==> src/rtl/cdc_fifo_read_arb_if.sv <==
// cdc_fifo_read_arb_if: FIFO read-side and output stream bundle for cdc_fifo_read_arb
// Parameters: NUM_CH FIFO read sides, DATA_WIDTH word width.
// Signals:
//   ch_empty  per-FIFO r_empty (bit i is FIFO i)
//   ch_data   per-FIFO read data, slice i at [i*DATA_WIDTH +: DATA_WIDTH]
//   ch_inc    per-FIFO r_inc, one-hot or zero
//   m_valid/m_ready/m_data/m_chan  registered output stream tagged with source channel
//   busy      arbiter is inside a burst
// Modports: master = arbiter side, slave = FIFOs plus downstream sink.
interface cdc_fifo_read_arb_if #(
    parameter int NUM_CH     = 2,
    parameter int DATA_WIDTH = 8
);
    localparam int CW = (NUM_CH > 1) ? $clog2(NUM_CH) : 1;

    logic [NUM_CH-1:0]            ch_empty;
    logic [NUM_CH*DATA_WIDTH-1:0] ch_data;
    logic [NUM_CH-1:0]            ch_inc;
    logic                         m_valid;
    logic                         m_ready;
    logic [DATA_WIDTH-1:0]        m_data;
    logic [CW-1:0]                m_chan;
    logic                         busy;

    modport master (
        input  ch_empty, ch_data, m_ready,
        output ch_inc, m_valid, m_data, m_chan, busy
    );

    modport slave (
        output ch_empty, ch_data, m_ready,
        input  ch_inc, m_valid, m_data, m_chan, busy
    );
endinterface

==> src/rtl/cdc_fifo_read_arb.sv <==
// cdc_fifo_read_arb: round-robin burst arbiter sharing one stream sink between NUM_CH CDC FIFO read sides
// Ports:
//   clk    read-domain clock shared by all FIFO read sides
//   reset  asynchronous active-high reset
//   bus    cdc_fifo_read_arb_if.master (ch_empty/ch_data/ch_inc, m_valid/m_ready/m_data/m_chan, busy)
// Parameters: NUM_CH (2..8), DATA_WIDTH, BURST_LEN (1..256) words per grant.
// Option: define CDC_FIFO_READ_ARB_STRICT_PRIO_EN to pick the lowest-index non-empty
// channel in IDLE instead of round-robin.
module cdc_fifo_read_arb #(
    parameter int NUM_CH     = 2,
    parameter int DATA_WIDTH = 8,
    parameter int BURST_LEN  = 4
) (
    input  logic                   clk,
    input  logic                   reset,
    cdc_fifo_read_arb_if.master    bus
);
    localparam int CW   = (NUM_CH > 1) ? $clog2(NUM_CH) : 1;
    localparam int CNTW = $clog2(BURST_LEN) + 1;

    typedef enum logic {IDLE, BURST} state_t;

    state_t          state_q, state_d;
    logic [CW-1:0]   grant_q, grant_d;
    logic [CW-1:0]   last_q, last_d;
    logic [CNTW-1:0] cnt_q, cnt_d;
    logic [CW-1:0]   pick;
    logic            any;
    logic            slot_free;
    logic            pop;
    logic            done;
    logic            rel;

    // Output slot can take a word when empty or being drained this cycle.
    assign slot_free = !bus.m_valid || bus.m_ready;
    assign pop       = (state_q == BURST) && slot_free && !bus.ch_empty[grant_q];
    assign done      = pop && (cnt_q == CNTW'(BURST_LEN - 1));
    // Early release only when the slot is free, so backpressure never drops the grant.
    assign rel       = bus.ch_empty[grant_q] && slot_free;
    assign bus.ch_inc = pop ? (NUM_CH'(1) << grant_q) : '0;
    assign bus.busy   = (state_q == BURST);

    // Descending scan with overwrite leaves the first hit of the ascending order.
    always_comb begin
        pick = '0;
        any  = 1'b0;
`ifdef CDC_FIFO_READ_ARB_STRICT_PRIO_EN
        for (int k = NUM_CH - 1; k >= 0; k--) begin
            if (!bus.ch_empty[k]) begin
                pick = CW'(k);
                any  = 1'b1;
            end
        end
`else
        for (int k = NUM_CH; k >= 1; k--) begin
            if (!bus.ch_empty[(int'(last_q) + k) % NUM_CH]) begin
                pick = CW'((int'(last_q) + k) % NUM_CH);
                any  = 1'b1;
            end
        end
`endif
    end

    always_comb begin
        state_d = state_q;
        grant_d = grant_q;
        last_d  = last_q;
        cnt_d   = cnt_q;
        if (state_q == IDLE) begin
            if (any) begin
                grant_d = pick;
                cnt_d   = '0;
                state_d = BURST;
            end
        end else begin
            if (pop)
                cnt_d = cnt_q + CNTW'(1);
            if (done || rel) begin
                state_d = IDLE;
                last_d  = grant_q;
            end
        end
    end

    always_ff @(posedge clk or posedge reset) begin
        if (reset) begin
            state_q     <= IDLE;
            grant_q     <= '0;
            last_q      <= CW'(NUM_CH - 1);
            cnt_q       <= '0;
            bus.m_valid <= 1'b0;
            bus.m_data  <= '0;
            bus.m_chan  <= '0;
        end else begin
            state_q     <= state_d;
            grant_q     <= grant_d;
            last_q      <= last_d;
            cnt_q       <= cnt_d;
            bus.m_valid <= pop || (bus.m_valid && !bus.m_ready);
            if (pop) begin
                bus.m_data <= bus.ch_data[int'(grant_q)*DATA_WIDTH +: DATA_WIDTH];
                bus.m_chan <= grant_q;
            end
        end
    end
endmodule
==> src/flat_wrapper.sv <==
// flat-port wrapper written by rule: the top's interface ports become plain ports
module cdc_fifo_read_arb_flat 
#(
    parameter int NUM_CH     = 2,
    parameter int DATA_WIDTH = 8,
    parameter int BURST_LEN  = 4
)
  (clk, reset, bus_ch_empty, bus_ch_data, bus_m_ready, bus_ch_inc, bus_m_valid, bus_m_data, bus_m_chan, bus_busy);
  cdc_fifo_read_arb_if #(.NUM_CH(NUM_CH), .DATA_WIDTH(DATA_WIDTH)) bus_i ();
  input  logic clk;
  input  logic reset;
  input wire logic [$bits(bus_i.ch_empty)-1:0] bus_ch_empty;
  input wire logic [$bits(bus_i.ch_data)-1:0] bus_ch_data;
  input wire logic [$bits(bus_i.m_ready)-1:0] bus_m_ready;
  output wire logic [$bits(bus_i.ch_inc)-1:0] bus_ch_inc;
  output wire logic [$bits(bus_i.m_valid)-1:0] bus_m_valid;
  output wire logic [$bits(bus_i.m_data)-1:0] bus_m_data;
  output wire logic [$bits(bus_i.m_chan)-1:0] bus_m_chan;
  output wire logic [$bits(bus_i.busy)-1:0] bus_busy;
  assign bus_i.ch_empty = bus_ch_empty;
  assign bus_i.ch_data = bus_ch_data;
  assign bus_i.m_ready = bus_m_ready;
  assign bus_ch_inc = bus_i.ch_inc;
  assign bus_m_valid = bus_i.m_valid;
  assign bus_m_data = bus_i.m_data;
  assign bus_m_chan = bus_i.m_chan;
  assign bus_busy = bus_i.busy;
  cdc_fifo_read_arb #(.NUM_CH(NUM_CH), .DATA_WIDTH(DATA_WIDTH), .BURST_LEN(BURST_LEN)) u_core (.clk(clk), .reset(reset), .bus(bus_i));
endmodule
==> config.mk <==
export PLATFORM = sky130hd
export DESIGN_NAME = cdc_fifo_read_arb_flat
export DESIGN_NICKNAME = d
export VERILOG_FILES = /design/src/rtl/cdc_fifo_read_arb_if.sv /design/src/rtl/cdc_fifo_read_arb.sv /design/src/flat_wrapper.sv
export SDC_FILE = /design/constraint.sdc
export NUM_CORES = 1
export LEC_CHECK = 0
export CAP_MARGIN = 5
export CORE_MARGIN = 2
export CORE_UTILIZATION = 30
export CTS_BUF_LIST = sky130_fd_sc_hd__clkbuf_4 sky130_fd_sc_hd__clkbuf_8
export DETAILED_ROUTE_END_ITERATION = 10
export HOLD_SLACK_MARGIN = 0.02
export SYNTH_ARGS = -nofsm -noshare
export SYNTH_HDL_FRONTEND = slang
export SYNTH_SLANG_ARGS = --single-unit
==> constraint.sdc <==
create_clock -name clk -period 1.33 [get_ports clk]
set_input_delay 0.266 -clock clk [delete_from_list [all_inputs] [get_ports clk]]
set_output_delay 0.266 -clock clk [all_outputs]
set_load 0.02 [all_outputs]
==> results.ini <==
[outcome]
status = finished with violations
violations = setup timing

[synth]
synth.distinct_cells = 28
yosysTopAreaCell = dfrtp_1
yosysTopAreaCellShare = 0.412
yosys-top-cells-area = dfrtp_1 (41%), a22o_1 (6.7%), o32ai_1 (6.7%)
synth_flop_cell = dfrtp_1
synth_seq_cells = 16
synth-edff-count = 0
avgSynthCellArea_sq_um = 9.81
syn_area_sq_um = 912
syn_nets = 116
async_flop_share = 1.00
seq_area_frac_synth = 0.440
yosys_warnings = 0
synthCells = 93

[cells_and_area]
regArea_sq_um = 402
nFillCells = 302
antenna_cells = 0
nets = 160
area_delta_synth_final_pct = 52.9
utilization = 0.468
drive_above_1_share = 0.213
multi_input_area_sq_um = 423

[floorplanning]
dieArea_sq_mm = 0.00350
rows = 20
coreArea_sq_mm = 0.00298
dieHeight_microns = 59.1
initial_core_util = 0.306
die_w_microns = 59.1
ios = 34

[setup_path]
crit_path_end_kind = output pin
cp.arrival_ns = 1.16
r2r_start = u_core.grant_q$_DFFE_PP0P_
timing.rr.end = u_core.bus.m_data[1]$_DFFE_PP0N_
worstSetupPathType = reg -> out
reg2reg_depth = 5
rrSetupSlack_ns = -0.08
critPathLaunchType = register
path_max_fanout = 4
cp_data_required_time_ns = 1.06

[min_path]
hold_path_class = in -> async

[sta]
period_share = 1.07
hold_violations = 0
post-route-min-period_ns = 1.43
worstMarginPinSlew_ns = 0.322
rsz0062_at_grt = yes
max_slew_margin = 0.785
tns_ns = -0.666
fmax_mhz = 700
skew_ns = 0.00351
drv_slew = 0
hold_slack_ns = 0.221
finalSetupViolCount = 9
worst_slack_ns = -0.0984

[pwr]
irDropWorstVdd_mv = 1.08
power_density_mw_per_mm2 = 2080
power_mw = 2.90
leakagePower_nw = 0.684

[clock_network]
cts_tree = yes
cts.hold.buffers_added = 0
htree_levels = 1
cts_sinks = 16
clock_latency_ns = 0.29
clock_path_buffers = 2
clkTransAtPathRegs_ns = 0.10
cts_root_buf = clkbuf_4
cts_made_buffers = 3

[global_routing]
grt_pass1_wl_microns = 3550
grt_pass1_vias = 797
overflow = 0
antenna_found_initial = 0
grt_max_degree = 21
grt_use_total = 0.135

[detailed_routing]
wl_per_cell_microns = 13.0
wirelength_microns = 2200
drt-pass1-iter-count = 4
drt_iter0_markers = 21
vias = 838
ant_nets = 0
vias_per_cell = 4.96
drc = 0

[placement]
portBuffers = 33
gp_congestion = 0.815
dp_hpwl_microns = 1780

[flow_run]
maxCapViolCount = 0

## layout by cell type (no fill, tap or decap), types with 3 or more instances in the layout
| cell | synthesis | final |
|---|---|---|
| nand2_1 | 14 | 14 |
| dlygate4sd2_1 | 0 | 13 |
| dfrtp_1 | 15 | 15 |
| clkbuf_4 | 0 | 3 |
| a22o_1 | 7 | 7 |
| o21ai_0 | 3 | 3 |
| buf_4 | 0 | 10 |
| o32ai_1 | 7 | 7 |
| inv_1 | 12 | 12 |
| clkdlybuf4s50_1 | 0 | 17 |
| mux2i_1 | 3 | 3 |
| buf_6 | 3 | 5 |
## flip-flops by register name, indices dropped and copies added (netlist names)
register            flops
u_core.cnt_q            3
u_core.grant_q          1
u_core.bus.busy         1
u_core.bus.m_valid      1
u_core.bus.m_chan       1
u_core.last_q           1
u_core.bus.m_data       8
## area by class of cell
cell class / instances / share of cell area
tap: 33 / 0.0296
sequential: 16 / 0.288
clock buffer: 4 / 0.0260
multi-input combinational: 55 / 0.303
inverter: 14 / 0.0377
timing repair buffer: 47 / 0.316
## cell families (layout without fill, tap and decap cells)
| kind of cell | Yosys count | in the layout | synth area share |
|---|---|---|---|
| mux | 3 | 3 | 0.0329 |
| flops | 16 | 16 | 0.440 |
| fa+ha+maj | 2 | 2 | 0.0274 |
| simple gates | 22 | 22 | 0.114 |
| buf+inv | 22 | 65 | 0.122 |
| compound gates | 28 | 28 | 0.263 |
## worst max-delay path: stages (launching register included)
cell and delay (ns):
dfrtp_1 0.41, nand2b_4 0.09, nand2_1 0.10, nor3_4 0.13, buf_6 0.14
## how the worst max path moves through the flow
stage,startpoint,end,depth (start not counted)
after floorplan,u_core.bus.m_valid$_DFF_PP0_,u_core.bus.m_data[1]$_DFFE_PP0N_,5
after global placement,bus_m_ready,bus_ch_inc[0],5
after detailed placement,bus_m_ready,bus_ch_inc[0],5
after global routing,u_core.grant_q$_DFFE_PP0P_,bus_ch_inc[1],3
final,u_core.bus.m_valid$_DFF_PP0_,bus_ch_inc[0],4
after CTS,u_core.grant_q$_DFFE_PP0P_,bus_ch_inc[0],3
## metrics by stage
step           area (sq um)  setup WS (ns)  instances
2_1_floorplan           923         0.0343         93
6_report               1400        -0.0984        169
3_5_place_dp           1350         -0.614        165
5_1_grt                1400         -0.166        169
3_3_place_gp           1350         -0.619        165
4_1_cts                1390         -0.122        169
## routing by layer
layer  global-route usage  vias to the layer above  routed length, microns
met5                    0                        -                       0
met4               0.0292                        0                      21
met3               0.0480                        2                      88
met2                0.213                       18                    1130
met1                0.179                      402                     962
li1                     -                      416                       -
## synth_stat cells, types with 2 or more instances
cell type  count
o32ai_1        7
a31oi_1        2
inv_1         12
o21ai_0        3
buf_2          5
nor2_1         2
nor2b_1        2
dfrtp_1       15
nand2_1       14
inv_2          2
buf_6          3
mux2i_1        3
a22o_1         7
ha_1           2
## power by group
part / internal (mW) / switching, mW / leakage [nW]
Combinational: 0.828 / 0.885 / 0.468
Clock: 0.167 / 0.156 / 0.0210
Sequential: 0.728 / 0.140 / 0.195
Total: 1.72 / 1.18 / 0.684
## timing repair
| action | in CTS | in global routing |
|---|---|---|
| gates resized for setup | 33 | 2 |
| setup endpoints to repair | 26 | 15 |
| pin swaps | 1 | 1 |
| buffers inserted | 0 | 0 |
Note: power is estimated with default switching activity, not from simulation.
